===== config.mk =====
export PLATFORM = sky130hd
export DESIGN_NAME = div_share_ctrl
export DESIGN_NICKNAME = d
export VERILOG_FILES = /design/src/rtl/div_share_ctrl.sv
export SDC_FILE = /design/constraint.sdc
export NUM_CORES = 1
export LEC_CHECK = 0
export CAP_MARGIN = 40
export CORE_MARGIN = 1
export CORE_UTILIZATION = 50
export CTS_BUF_LIST = sky130_fd_sc_hd__clkbuf_4 sky130_fd_sc_hd__clkbuf_8 sky130_fd_sc_hd__clkbuf_16
export CTS_CLUSTER_SIZE = 28
export DETAILED_ROUTE_END_ITERATION = 8
export DONT_BUFFER_PORTS = 1
export PLACE_DENSITY = 0.66
export SETUP_SLACK_MARGIN = 0.02
export SYNTH_ARGS = -nofsm -noshare
export SYNTH_HDL_FRONTEND = slang
export SYNTH_SLANG_ARGS = --single-unit

===== constraint.sdc =====
create_clock -name clk -period 3.6 [get_ports clk]
set_input_delay 0.72 -clock clk [delete_from_list [all_inputs] [get_ports clk]]
set_output_delay 0.72 -clock clk [all_outputs]
set_load 0.01 [all_outputs]

===== src/rtl/div_share_ctrl.sv =====
// Round-robin front end that shares a single divider core among N requesters.
// It latches the winner's operands, starts the core, counts its fixed latency and returns results with an ack pulse.
module div_share_ctrl #(
   parameter int N       = 4,
   parameter int W       = 16,
   parameter int DIV_LAT = 16,
   parameter int IDW     = (N > 1) ? $clog2(N) : 1
) (
   input  logic           clk,
   input  logic           reset,
   input  logic [N-1:0]   req_i,
   input  logic [N*W-1:0] x_bus_i,
   input  logic [N*W-1:0] y_bus_i,
   output logic [N-1:0]   ack_o,
   output logic [W-1:0]   res_q_o,
   output logic [W-1:0]   res_r_o,
   output logic [IDW-1:0] res_id_o,
   output logic           res_dz_o,
   output logic           busy_o,
   output logic           div_start_o,
   output logic [W-1:0]   div_x_o,
   output logic [W-1:0]   div_y_o,
   input  logic [W-1:0]   div_q_i,
   input  logic [W-1:0]   div_r_i
);

   localparam int CW = (DIV_LAT > 1) ? $clog2(DIV_LAT) : 1;

   typedef enum logic [1:0] {
      IDLE  = 2'd0,
      ISSUE = 2'd1,
      WAIT  = 2'd2,
      RESP  = 2'd3
   } state_t;

   state_t         state_q, state_d;
   logic [CW-1:0]  cnt_q, cnt_d;
   logic [IDW-1:0] rrPtr_q, rrPtr_d;
   logic [IDW-1:0] curId_q, curId_d;
   logic [IDW-1:0] resId_q, resId_d;
   logic [W-1:0]   divX_q, divX_d;
   logic [W-1:0]   divY_q, divY_d;
   logic [W-1:0]   resQuot_q, resQuot_d;
   logic [W-1:0]   resRem_q, resRem_d;
   logic           resDz_q, resDz_d;
   logic [N-1:0]   ack_q, ack_d;
   logic           divStart_q, divStart_d;

   logic           grantValid;
   logic [IDW-1:0] grantId;
   logic [W-1:0]   selX;
   logic [W-1:0]   selY;

   // Scan downward so the lowest offset from the round-robin pointer wins last.
   always_comb begin
      int idx;
      idx        = 0;
      grantValid = 1'b0;
      grantId    = '0;
      for (int k = N - 1; k >= 0; k--) begin
         idx = int'(rrPtr_q) + k;
         if (idx >= N) idx = idx - N;
         if (req_i[idx]) begin
            grantValid = 1'b1;
            grantId    = IDW'(idx);
         end
      end
   end

   assign selX = x_bus_i[int'(grantId)*W +: W];
   assign selY = y_bus_i[int'(grantId)*W +: W];

   always_ff @(posedge clk or posedge reset) begin
      if (reset) begin
         state_q    <= IDLE;
         cnt_q      <= '0;
         rrPtr_q    <= '0;
         curId_q    <= '0;
         resId_q    <= '0;
         divX_q     <= '0;
         divY_q     <= '0;
         resQuot_q  <= '0;
         resRem_q   <= '0;
         resDz_q    <= 1'b0;
         ack_q      <= '0;
         divStart_q <= 1'b0;
      end else begin
         state_q    <= state_d;
         cnt_q      <= cnt_d;
         rrPtr_q    <= rrPtr_d;
         curId_q    <= curId_d;
         resId_q    <= resId_d;
         divX_q     <= divX_d;
         divY_q     <= divY_d;
         resQuot_q  <= resQuot_d;
         resRem_q   <= resRem_d;
         resDz_q    <= resDz_d;
         ack_q      <= ack_d;
         divStart_q <= divStart_d;
      end
   end

   // Completion relies only on the latency counter; the core's done flag may be sticky.
   always_comb begin
      state_d    = state_q;
      cnt_d      = cnt_q;
      rrPtr_d    = rrPtr_q;
      curId_d    = curId_q;
      resId_d    = resId_q;
      divX_d     = divX_q;
      divY_d     = divY_q;
      resQuot_d  = resQuot_q;
      resRem_d   = resRem_q;
      resDz_d    = resDz_q;
      ack_d      = '0;
      divStart_d = 1'b0;
      unique case (state_q)
         IDLE: begin
            if (grantValid) begin
               curId_d = grantId;
               divX_d  = selX;
               divY_d  = selY;
               if (selY == '0) begin
                  resQuot_d = '1;
                  resRem_d  = selX;
                  resDz_d   = 1'b1;
                  state_d   = RESP;
               end else begin
                  divStart_d = 1'b1;
                  state_d    = ISSUE;
               end
            end
         end
         ISSUE: begin
            cnt_d   = '0;
            state_d = WAIT;
         end
         WAIT: begin
            if (cnt_q == CW'(DIV_LAT - 1)) begin
               resQuot_d = div_q_i;
               resRem_d  = div_r_i;
               resDz_d   = 1'b0;
               state_d   = RESP;
            end else begin
               cnt_d = cnt_q + 1'b1;
            end
         end
         RESP: begin
            ack_d   = N'(1) << curId_q;
            resId_d = curId_q;
            rrPtr_d = (curId_q == IDW'(N - 1)) ? '0 : curId_q + 1'b1;
            state_d = IDLE;
         end
         default: state_d = IDLE;
      endcase
   end

   assign ack_o       = ack_q;
   assign res_q_o     = resQuot_q;
   assign res_r_o     = resRem_q;
   assign res_id_o    = resId_q;
   assign res_dz_o    = resDz_q;
   assign busy_o      = (state_q != IDLE);
   assign div_start_o = divStart_q;
   assign div_x_o     = divX_q;
   assign div_y_o     = divY_q;

endmodule


==> run summary, run 1 <==
Synth cell types: 33
crit path buf inv count: 1
Synth Register Bits: 82
PortBufs: 0
FMAX: 311 MHz
top post-synthesis cells by area: dfrtp_1 (45%), mux2i_1 (10%), mux2_2 (10%), o21ai_0 (7.3%), nand2_1 (5.5%)
I/O pin count: 239
worst-skew pair later-pin latency: 330 ps
Root Driver: clkbuf_8
# hold bufs at CTS: 0
Layout Nets: 609
initial antenna violation count: 0
top cell type by total area after synthesis: dfrtp_1
WL/cell: 20.4 um
Post-CTS Setup Bufs: 0
DP HPWL: 8.49 mm
Starting Density: 52.3%
vias per inst: 5.99
dominant synthesized flop cell: dfrtp_1
CP cell instances: a21o_1 -> a21oi_1 -> o22a_4 -> buf_4 -> mux2i_1 -> mux2_2 -> nand4_1 -> o41ai_4 -> nand2_4 -> mux2_1
Die Y: 98.0 um
VDD IR max: 0.378 mV
crit-path leading delay family: compound AO/OA/AOI/OAI gates
Worst-Margin Slew: 682 ps
ANT nets after route: 0
Pwr per Cell Area: 954 nW/um2
fillcell total: 805
largest family of logic cells by synthesized area: multiplexers
critical setup path kind: flop to flop
commonest non-fill, non-tap cell in the layout: dfrtp_1
Placer Congestion: 0.849
sequential share of the synthesized area: 44.6%
Clock transition at path regs: 90 ps
Worst path max stage delay: 460 ps
Crit. End Element: flop
Post-Synth Simple-Gate Area: 8.70%
Slew Viols, Final: 0
clock sink count: 82
final wirelength: 11.1 mm
Vias: 3,262
synth warn: 0
critical path fanouts, max: 33
Synth Area in XOR/XNOR: 0.190%
Hold Path Class: primary input to asynchronous set/reset pin
WP data required: 3810 ps
clock skew: 15.7 ps
DRC violations left: 18
Critical Path AT: 3420 ps
CTS max path bufs: 2
reg2reg setup slack: 380 ps
violated checks: DRC
Die Area: 9600 um2
status: finished, violations left
GRT Total Usage: 23.1%
CTS tree: built
Syn Inst Count: 441
critical path's slowest cell: dfrtp_1
Final setup viols: 0
post-synthesis async set-or-reset flop share: 100%
post-layout min period: 3220 ps
Cell Area, Synth: 4600 um2
placed cell count: 531
Period Utilization, post-route: 89.3%
top cell type's share of synthesized area: 44.6%
vias in the first global route: 3,354
Detailed Routing Iterations Pass 1: 8
CP Launch Type: flop
fraction of layout cells with a size suffix above 1: 19.2%
unrepaired setup endpoints after global routing: no
number of synthesized flops with an enable pin: 0
H-tree levels: 3
first-pass GRT wire length: 17.4 mm
Compound-Gate Fraction of Synth Area: 15.3%
post_cts resized: 0
commonest non-fill, non-tap cells in the layout: dfrtp_1 (82), nand2_1 (68), o21ai_0 (67)
relative slew slack: 54.5%
post-synth net total: 616
number of max-cap violations: 0
non-filler cells, final: 545
LEAKAGE: 2.17 nW
Core ar.: 8810 um2
Final Hold Fails: 0
antenna cells: 0
die width: 98.0 um
adder-cell share of the synthesized area: 2.45%
Mean Syn Cell Area: 10.4 um2
pin count of the biggest net entering global routing: 36
DRT iter0 DRCs: 129
post-synthesis mux area share: 24.7%
gr ovfl total: 0
area grow syn2layout: 6.55%
total CTS buffers: 9
final setup TNS: 0 ps
row cnt: 34
-- cells by family (layout without fill, tap and decap cells) --
family                   after synthesis  in the layout
flip-flops                            82             82
buffers and inverters                 41             37
AND/OR/NAND/NOR                       93             93
XOR/XNOR                               1              1
AO/OA/AOI/OAI                        112            112
adder cells (fa/ha/maj)                9              9
multiplexers                         103            103
-- cell usage after synthesis (3+ instances only) --
library cell and number:
a21oi_1 6, nor2_1 6, o21ai_0 67, buf_1 5, mux2_2 41, ha_1 9
mux2_1 4, nand4_1 5, buf_6 3, inv_1 10, and2_1 5, clkbuf_1 16
nand2_1 68, nand3_1 3, o31a_1 16, mux2i_1 48, mux2_4 10, dfrtp_1 82
buf_2 5, a21o_1 17
-- state kept, by name (all words and copies together), names as in the netlist --
signal	flops
res_r_o	16
res_dz_o	1
div_x_o	16
res_q_o	16
res_id_o	2
curId_q	2
rrPtr_q	2
cnt_q	4
div_start_o	1
ack_o	4
state_q	2
div_y_o	16
-- area by class of cell --
cell class,instances,area (um2),area share (%)
multi-input cells,318,2380,48.5
flip-flops and latches,82,2050,41.8
clock buffers,10,131,2.68
clock inverters,4,45.0,0.918
well taps,108,135,2.75
inverters,10,38.8,0.791
repair buffers,13,123,2.50
-- final timing paths --
check                           startpoint          to  cells after the start
worst min register to register    cnt_q[0]    cnt_q[0]                      1
max in group asynchronous            reset  rrPtr_q[1]                      2
worst max register to register  rrPtr_q[1]    res_dz_o                     10
worst max-delay path            rrPtr_q[1]    res_dz_o                     10
min in group clk                div_q_i[3]  res_q_o[3]                      1
worst min-delay path                 reset  rrPtr_q[0]                      1
-- worst reg2reg max path: cells and delay by family, from the launching register on --
kind	cells	cell delay, ps
AOI/OAI and AO/OA	4	1130
and+or+nand+nor	2	490
muxes	3	800
buffers and inverters	1	220
DFF	1	460
-- power by group --
part | switching (mW) | total [mW] | internal (mW)
Sequential | 0.545 | 1.92 | 1.38
Clock | 0.302 | 0.620 | 0.318
Combinational | 1.14 | 2.14 | 1.01
Total | 1.98 | 4.68 | 2.70
-- metal layers --
layer | routed length, um | vias up | track usage [%]
met3 | 939 | 6 | 6.87
met5 | 0 | - | 0
li1 | - | 1537 | -
met2 | 5710 | 139 | 39.9
met1 | 4410 | 1580 | 27.9
met4 | 80 | 0 | 6.76
-- per-stage QoR --
step	worst slack (ps)	instance area, um2	hold slack [ps]	util (%)	power [mW]
4_1_cts	351	4910	241	55.7	4.74
6_report	384	4910	247	55.7	4.68
2_1_floorplan	364	4600	486	-	3.59
3_5_place_dp	111	4730	522	53.7	4.12
5_1_grt	148	4910	262	55.7	5.06
3_3_place_gp	150	4730	511	53.7	4.03
(Power assumes the default switching activity.)
==> run 2, diff against run 1 <==
--- a/config.mk
+++ b/config.mk
@@ -14,6 +14,7 @@
 export DONT_BUFFER_PORTS = 1
 export PLACE_DENSITY = 0.66
 export SETUP_SLACK_MARGIN = 0.02
+export SKIP_LAST_GASP = 1
 export SYNTH_ARGS = -nofsm -noshare
 export SYNTH_HDL_FRONTEND = slang
 export SYNTH_SLANG_ARGS = --single-unit
==> results of run 2 <==
The final DEF is identical to that of run 1; final timing and power are the same.
